==> src/rtl/n1_sbus_master.sv <==
// Stack bus Wishbone master: runs one pipelined Wishbone cycle per PRS request
// using the AGU-supplied address/tags, and reports done, bus error or timeout.
module n1_sbus_master #(
    parameter int unsigned SP_WIDTH   = 12,
    parameter int unsigned CELL_WIDTH = 16,
    parameter int unsigned TO_WIDTH   = 4
) (
    input  logic                  clk_i,
    input  logic                  async_rst_i,

    input  logic [SP_WIDTH-1:0]   sagu2sbus_adr_i,
    input  logic                  sagu2sbus_tga_ps_i,
    input  logic                  sagu2sbus_tga_rs_i,

    input  logic                  prs2sbus_req_i,
    input  logic                  prs2sbus_we_i,
    input  logic [CELL_WIDTH-1:0] prs2sbus_dat_i,
    output logic                  sbus2prs_busy_o,
    output logic                  sbus2prs_done_o,
    output logic [CELL_WIDTH-1:0] sbus2prs_dat_o,

    output logic                  sbus2excpt_buserr_o,
    output logic                  sbus2excpt_timeout_o,

    output logic                  sbus_cyc_o,
    output logic                  sbus_stb_o,
    output logic                  sbus_we_o,
    output logic [SP_WIDTH-1:0]   sbus_adr_o,
    output logic                  sbus_tga_ps_o,
    output logic                  sbus_tga_rs_o,
    output logic [CELL_WIDTH-1:0] sbus_dat_o,
    input  logic                  sbus_ack_i,
    input  logic                  sbus_stall_i,
    input  logic                  sbus_err_i,
    input  logic [CELL_WIDTH-1:0] sbus_dat_i
);

    typedef enum logic [1:0] {
        ST_IDLE = 2'd0,
        ST_ADDR = 2'd1,
        ST_WAIT = 2'd2
    } state_t;

    localparam logic [TO_WIDTH-1:0] TO_LIMIT = '1;
    localparam logic [TO_WIDTH-1:0] TO_LAST  = TO_LIMIT - 1'b1;

    state_t                state_q, state_d;
    logic [TO_WIDTH-1:0]   cnt_q, cnt_d;

    logic                  cyc_q, cyc_d;
    logic                  stb_q, stb_d;
    logic                  we_q, we_d;
    logic [SP_WIDTH-1:0]   adr_q, adr_d;
    logic                  tga_ps_q, tga_ps_d;
    logic                  tga_rs_q, tga_rs_d;
    logic [CELL_WIDTH-1:0] wdat_q, wdat_d;
    logic [CELL_WIDTH-1:0] rdat_q, rdat_d;
    logic                  busy_q, busy_d;
    logic                  done_q, done_d;
    logic                  buserr_q, buserr_d;
    logic                  timeout_q, timeout_d;

    logic in_bus;
    logic resp_ok;
    logic fin_ack;
    logic fin_err;
    logic fin_to;
    logic finish;
    logic accept;

    // A response only counts once the address phase is accepted (WAIT, or ADDR without stall).
    assign in_bus  = (state_q != ST_IDLE);
    assign resp_ok = (state_q == ST_WAIT) || ((state_q == ST_ADDR) && !sbus_stall_i);
    assign fin_err = resp_ok && sbus_err_i;
    assign fin_ack = resp_ok && sbus_ack_i && !sbus_err_i;
    assign fin_to  = in_bus && !fin_err && !fin_ack && (cnt_q == TO_LAST);
    assign finish  = fin_ack || fin_err || fin_to;

    // The completion-pulse cycle is a dead cycle for new requests.
    assign accept  = (state_q == ST_IDLE) && prs2sbus_req_i
                     && !(done_q || buserr_q || timeout_q);

    always_ff @(posedge clk_i or negedge async_rst_i) begin
        if (!async_rst_i) begin
            state_q   <= ST_IDLE;
            cnt_q     <= '0;
            cyc_q     <= 1'b0;
            stb_q     <= 1'b0;
            we_q      <= 1'b0;
            adr_q     <= '0;
            tga_ps_q  <= 1'b0;
            tga_rs_q  <= 1'b0;
            wdat_q    <= '0;
            rdat_q    <= '0;
            busy_q    <= 1'b0;
            done_q    <= 1'b0;
            buserr_q  <= 1'b0;
            timeout_q <= 1'b0;
        end else begin
            state_q   <= state_d;
            cnt_q     <= cnt_d;
            cyc_q     <= cyc_d;
            stb_q     <= stb_d;
            we_q      <= we_d;
            adr_q     <= adr_d;
            tga_ps_q  <= tga_ps_d;
            tga_rs_q  <= tga_rs_d;
            wdat_q    <= wdat_d;
            rdat_q    <= rdat_d;
            busy_q    <= busy_d;
            done_q    <= done_d;
            buserr_q  <= buserr_d;
            timeout_q <= timeout_d;
        end
    end

    always_comb begin
        state_d = state_q;
        cnt_d   = cnt_q;
        case (state_q)
            ST_IDLE: begin
                if (accept) begin
                    state_d = ST_ADDR;
                    cnt_d   = '0;
                end
            end
            ST_ADDR: begin
                if (finish) begin
                    state_d = ST_IDLE;
                end else if (!sbus_stall_i) begin
                    state_d = ST_WAIT;
                end
            end
            ST_WAIT: begin
                if (finish) begin
                    state_d = ST_IDLE;
                end
            end
            default: state_d = ST_IDLE;
        endcase
        if (in_bus && (cnt_q != TO_LIMIT)) begin
            cnt_d = cnt_q + 1'b1;
        end
    end

    always_comb begin
        cyc_d     = (state_d != ST_IDLE);
        stb_d     = (state_d == ST_ADDR);
        busy_d    = (state_d != ST_IDLE);
        done_d    = fin_ack;
        buserr_d  = fin_err;
        timeout_d = fin_to;
        we_d      = we_q;
        adr_d     = adr_q;
        tga_ps_d  = tga_ps_q;
        tga_rs_d  = tga_rs_q;
        wdat_d    = wdat_q;
        rdat_d    = rdat_q;
        if (accept) begin
            we_d     = prs2sbus_we_i;
            adr_d    = sagu2sbus_adr_i;
            tga_ps_d = sagu2sbus_tga_ps_i;
            tga_rs_d = sagu2sbus_tga_rs_i;
            wdat_d   = prs2sbus_dat_i;
        end
        if (fin_ack && !we_q) begin
            rdat_d = sbus_dat_i;
        end
    end

    assign sbus_cyc_o           = cyc_q;
    assign sbus_stb_o           = stb_q;
    assign sbus_we_o            = we_q;
    assign sbus_adr_o           = adr_q;
    assign sbus_tga_ps_o        = tga_ps_q;
    assign sbus_tga_rs_o        = tga_rs_q;
    assign sbus_dat_o           = wdat_q;
    assign sbus2prs_dat_o       = rdat_q;
    assign sbus2prs_busy_o      = busy_q;
    assign sbus2prs_done_o      = done_q;
    assign sbus2excpt_buserr_o  = buserr_q;
    assign sbus2excpt_timeout_o = timeout_q;

endmodule

==> config.mk <==
export PLATFORM = sky130hd
export DESIGN_NAME = n1_sbus_master
export DESIGN_NICKNAME = d
export VERILOG_FILES = /design/src/rtl/n1_sbus_master.sv
export SDC_FILE = /design/constraint.sdc
export NUM_CORES = 1
export LEC_CHECK = 0
export BUFFER_PORTS_ARGS = -buffer_cell sky130_fd_sc_hd__buf_2
export CORE_ASPECT_RATIO = 0.75
export CORE_UTILIZATION = 50
export CTS_CLUSTER_DIAMETER = 50
export CTS_CLUSTER_SIZE = 40
export DETAILED_ROUTE_END_ITERATION = 12
export PLACE_DENSITY = 0.81
export SETUP_SLACK_MARGIN = 0.4
export SLEW_MARGIN = 5
export SYNTH_ARGS = -nofsm -noshare
export SYNTH_HDL_FRONTEND = slang
export SYNTH_SLANG_ARGS = --single-unit
==> constraint.sdc <==
create_clock -name clk_i -period 3.9 [get_ports clk_i]
set_clock_uncertainty 0.05 [all_clocks]
set_input_delay 0.39 -clock clk_i [delete_from_list [all_inputs] [get_ports clk_i]]
set_output_delay 0.39 -clock clk_i [all_outputs]
set_load 0.1 [all_outputs]
==> flow_summary_export.csv <==
group,metric,value,unit
global_route,grt_max_degree,35,
flow_run,maxCapViolCount,0,
finish,finalInstanceArea,0.00308,mm²
finish,syn2layout_area_growth,32.5,%
die,die_w,80.7,µm
critical_path,cp-start-kind,"flip-flop",
sta,setup_viol,0,
clock_tree,clk_path_buf_depth,2,
sta,fin_setup_tns,0,ps
critical_path,cp_max_fo,22,
sta,slew_headroom,44.9,%
finish,diodes,0,
synthesis,synth_simple_gate_area_share,5.39,%
drt,wl_per_cell,13.5,µm
critical_path,crit_required,4070,ps
clock_tree,tritoncts,"done",
clock_tree,clock_sinks,58,
synthesis,async_flop_share,100,%
clock_tree,path_clk_slew,60,ps
min_path,hold_class,"input port to flip-flop",
synthesis,synth-xor-area-share,0.377,%
drt,drtAntennaViolNets,0,
critical_path,rrSetupSlack,1580,ps
die,fp.dieH,61.0,µm
synthesis,yosysSeqAreaShare,62.5,%
synthesis,yosysWarningCount,0,
sta,finalHoldViolations,0,
global_route,track_usage,19.1,%
place,gp_congestion,0.833,
clock_tree,cts_max_level,3,
finish,instances_no_fill,327,
drt,viasPerCell,4.98,
critical_path,reg2reg_to,"sbus_dat_o[15]$_DFFE_PN0P_",
synthesis,ys_ff_latch,58,
place,placed_cell_area,0.00288,mm²
place,io_buffers,105,
synthesis,synth_area,0.00232,mm²
synthesis,synthAdderAreaFrac,1.08,%
synthesis,synth_top_family_by_area,"multiplexers",
finish,fill_cells,341,
synthesis,synth.avg_cell_area,15.3,µm²
sta,period_needed,2320,ps
die,core-area,0.00447,mm²
place,post-place-ws,1540,ps
sta,finalWorstSetupSlack,1580,ps
synthesis,syn-num-nets,207,
clock_tree,clkLatencyLatePin,330,ps
sta,worst_pin_slew,824,ps
die,rows,21,
critical_path,critPathKind,"flip-flop to flip-flop",
critical_path,critPathCaptureType,"flip-flop",
outcome,status,"finished, final reports clean",
drt,drc,0,
critical_path,r2r_cells,4,
synthesis,muxShareOfSynthArea,23.7,%
place,hpwl,3.27,mm
global_route,grt_pass1_vias,1466,
drt,vias,1629,
critical_path,critPathArrivalTime,2490,ps
drt,drt_iter0_markers,59,
sta,finalCritPeriodShare,59.4,%
synthesis,synthFlopType,"dfrtp_1",
sta,rsz0062_at_grt,"false",
critical_path,crit_end,"sbus_dat_o[15]$_DFFE_PN0P_",
global_route,antenna_found_initial,0,
drt,routed_wl,4.42,mm
synthesis,netlist-cell-type-count,30,
die,start_util,52.0,%
clock_tree,cts_resized,0,
sta,fmax,432,MHz
global_route,grt_pass1_wl,6.64,mm
clock_tree,cts_root_buf,"clkbuf_8",
synthesis,synthCells,152,
clock_tree,cts_made_buffers,9,
finish,drive_above_1_share,62.6,%
synthesis,synth_edf_count,0,
drt,first_pass_iters,4,
place,dpl.cell_count,311,
critical_path,startpoint,"sbus2excpt_buserr_o$_DFF_PN0_",
critical_path,r2r_start,"sbus2excpt_buserr_o$_DFF_PN0_",
die,io_pins,106,
global_route,globalRouteOverflowTotal,0,
synthesis,synth_compound_area_share,4.37,%
sta,maxSlewViolCount,0,
finish,fin_nets,321,
die,dieArea,0.00492,mm²
==> stage by stage <==
stage | util (%) | hold WS (ps)
4_1_cts | 68.9 | 208
2_1_floorplan | - | 44.4
3_5_place_dp | 64.5 | 353
6_report | 68.9 | 216
3_3_place_gp | 64.5 | 357
5_1_grt | 68.9 | 225
==> sequential cells by signal, indices dropped and copies added (netlist names) <==
name	flops
sbus2prs_dat_o	16
sbus_dat_o	16
sbus_adr_o	12
cnt_q	4
state_q	2
sbus2excpt_buserr_o	1
sbus2excpt_timeout_o	1
sbus2prs_busy_o	1
sbus2prs_done_o	1
sbus_stb_o	1
sbus_tga_ps_o	1
sbus_tga_rs_o	1
sbus_we_o	1
==> cell usage in the layout, fill, tap and decap left out, drive strengths merged, types with 2 or more instances in the layout <==
cell,count
clkbuf,12
nor3,2
nor3b,2
o21ai,5
dfrtp,58
ha,2
mux2i,2
nand2,2
clkinv,2
o22ai,2
nor2,5
o21a,2
inv,2
nor2b,3
mux2,47
buf,107
==> logic make-up (layout without fill, tap and decap cells) <==
| logic type | Yosys count | after routing |
|---|---|---|
| flip-flops | 58 | 58 |
| buffers and inverters | 7 | 125 |
| XOR/XNOR | 1 | 1 |
| AND/OR/NAND/NOR | 20 | 20 |
| adder cells (fa/ha/maj) | 2 | 2 |
| multiplexers | 49 | 49 |
| AO/OA/AOI/OAI | 15 | 15 |
==> worst min-delay path by stage <==
stage / startpoint / endpoint / depth (start not counted)
3_5_place_dp: async_rst_i / sbus2prs_busy_o$_DFF_PN0_ / 1
3_3_place_gp: async_rst_i / sbus_stb_o$_DFF_PN0_ / 1
4_1_cts: prs2sbus_dat_i[2] / sbus_dat_o[2]$_DFFE_PN0P_ / 2
2_1_floorplan: async_rst_i / cnt_q[0]$_DFFE_PN0P_ / 0
5_1_grt: prs2sbus_we_i / sbus_we_o$_DFFE_PN0P_ / 2
6_report: prs2sbus_dat_i[2] / sbus_dat_o[2]$_DFFE_PN0P_ / 2
==> per-layer routing <==
metal / track usage, % / vias up / routed length (µm)
met5: 0 / - / 0
met4: 11.5 / 0 / 107
met3: 7.37 / 10 / 347
met2: 29.1 / 64 / 1990
met1: 23.4 / 782 / 1970
li1: - / 773 / -
==> final cells by class <==
type                            count  area [µm²]  area share [%]
Clock buffer                       12         145            4.72
Clock inverter                      3        40.0            1.30
Inverter                            2        7.51           0.244
Multi-Input combinational cell     87         810            26.3
Sequential cell                    58        1450            47.2
Tap cell                           57        71.3            2.32
Timing Repair Buffer              108         551            17.9
==> worst max-delay path, cell delays in order (launching register included) <==
cell	delay [ps]
dfrtp_1	370
or4b_4	570
nor3_4	420
buf_4	390
mux2_2	390
==> cells in the mapped netlist, types with 2 or more instances <==
cell type / instances / share of area, %
buf_6: 4 / 1.9
dfrtp_1: 58 / 63
ha_1: 2 / 1.1
inv_1: 2 / 0.32
mux2_1: 2 / 0.97
mux2_2: 45 / 22
mux2i_1: 2 / 0.86
nand2_1: 2 / 0.32
nor2_1: 5 / 0.81
nor2b_1: 3 / 0.81
nor3b_1: 2 / 0.65
o21a_1: 2 / 0.65
o21ai_0: 5 / 1.1
o22ai_1: 2 / 0.54
==> timing repair <==
item | 4_1_cts | 5_1_grt
buffers inserted | 0 | 0
hold buffers | 1 | 0
endpoints found under the hold margin | 24 | 0
Power is not shown: default switching activity piles up to over one toggle a cycle in this logic, so the estimate is an artifact.
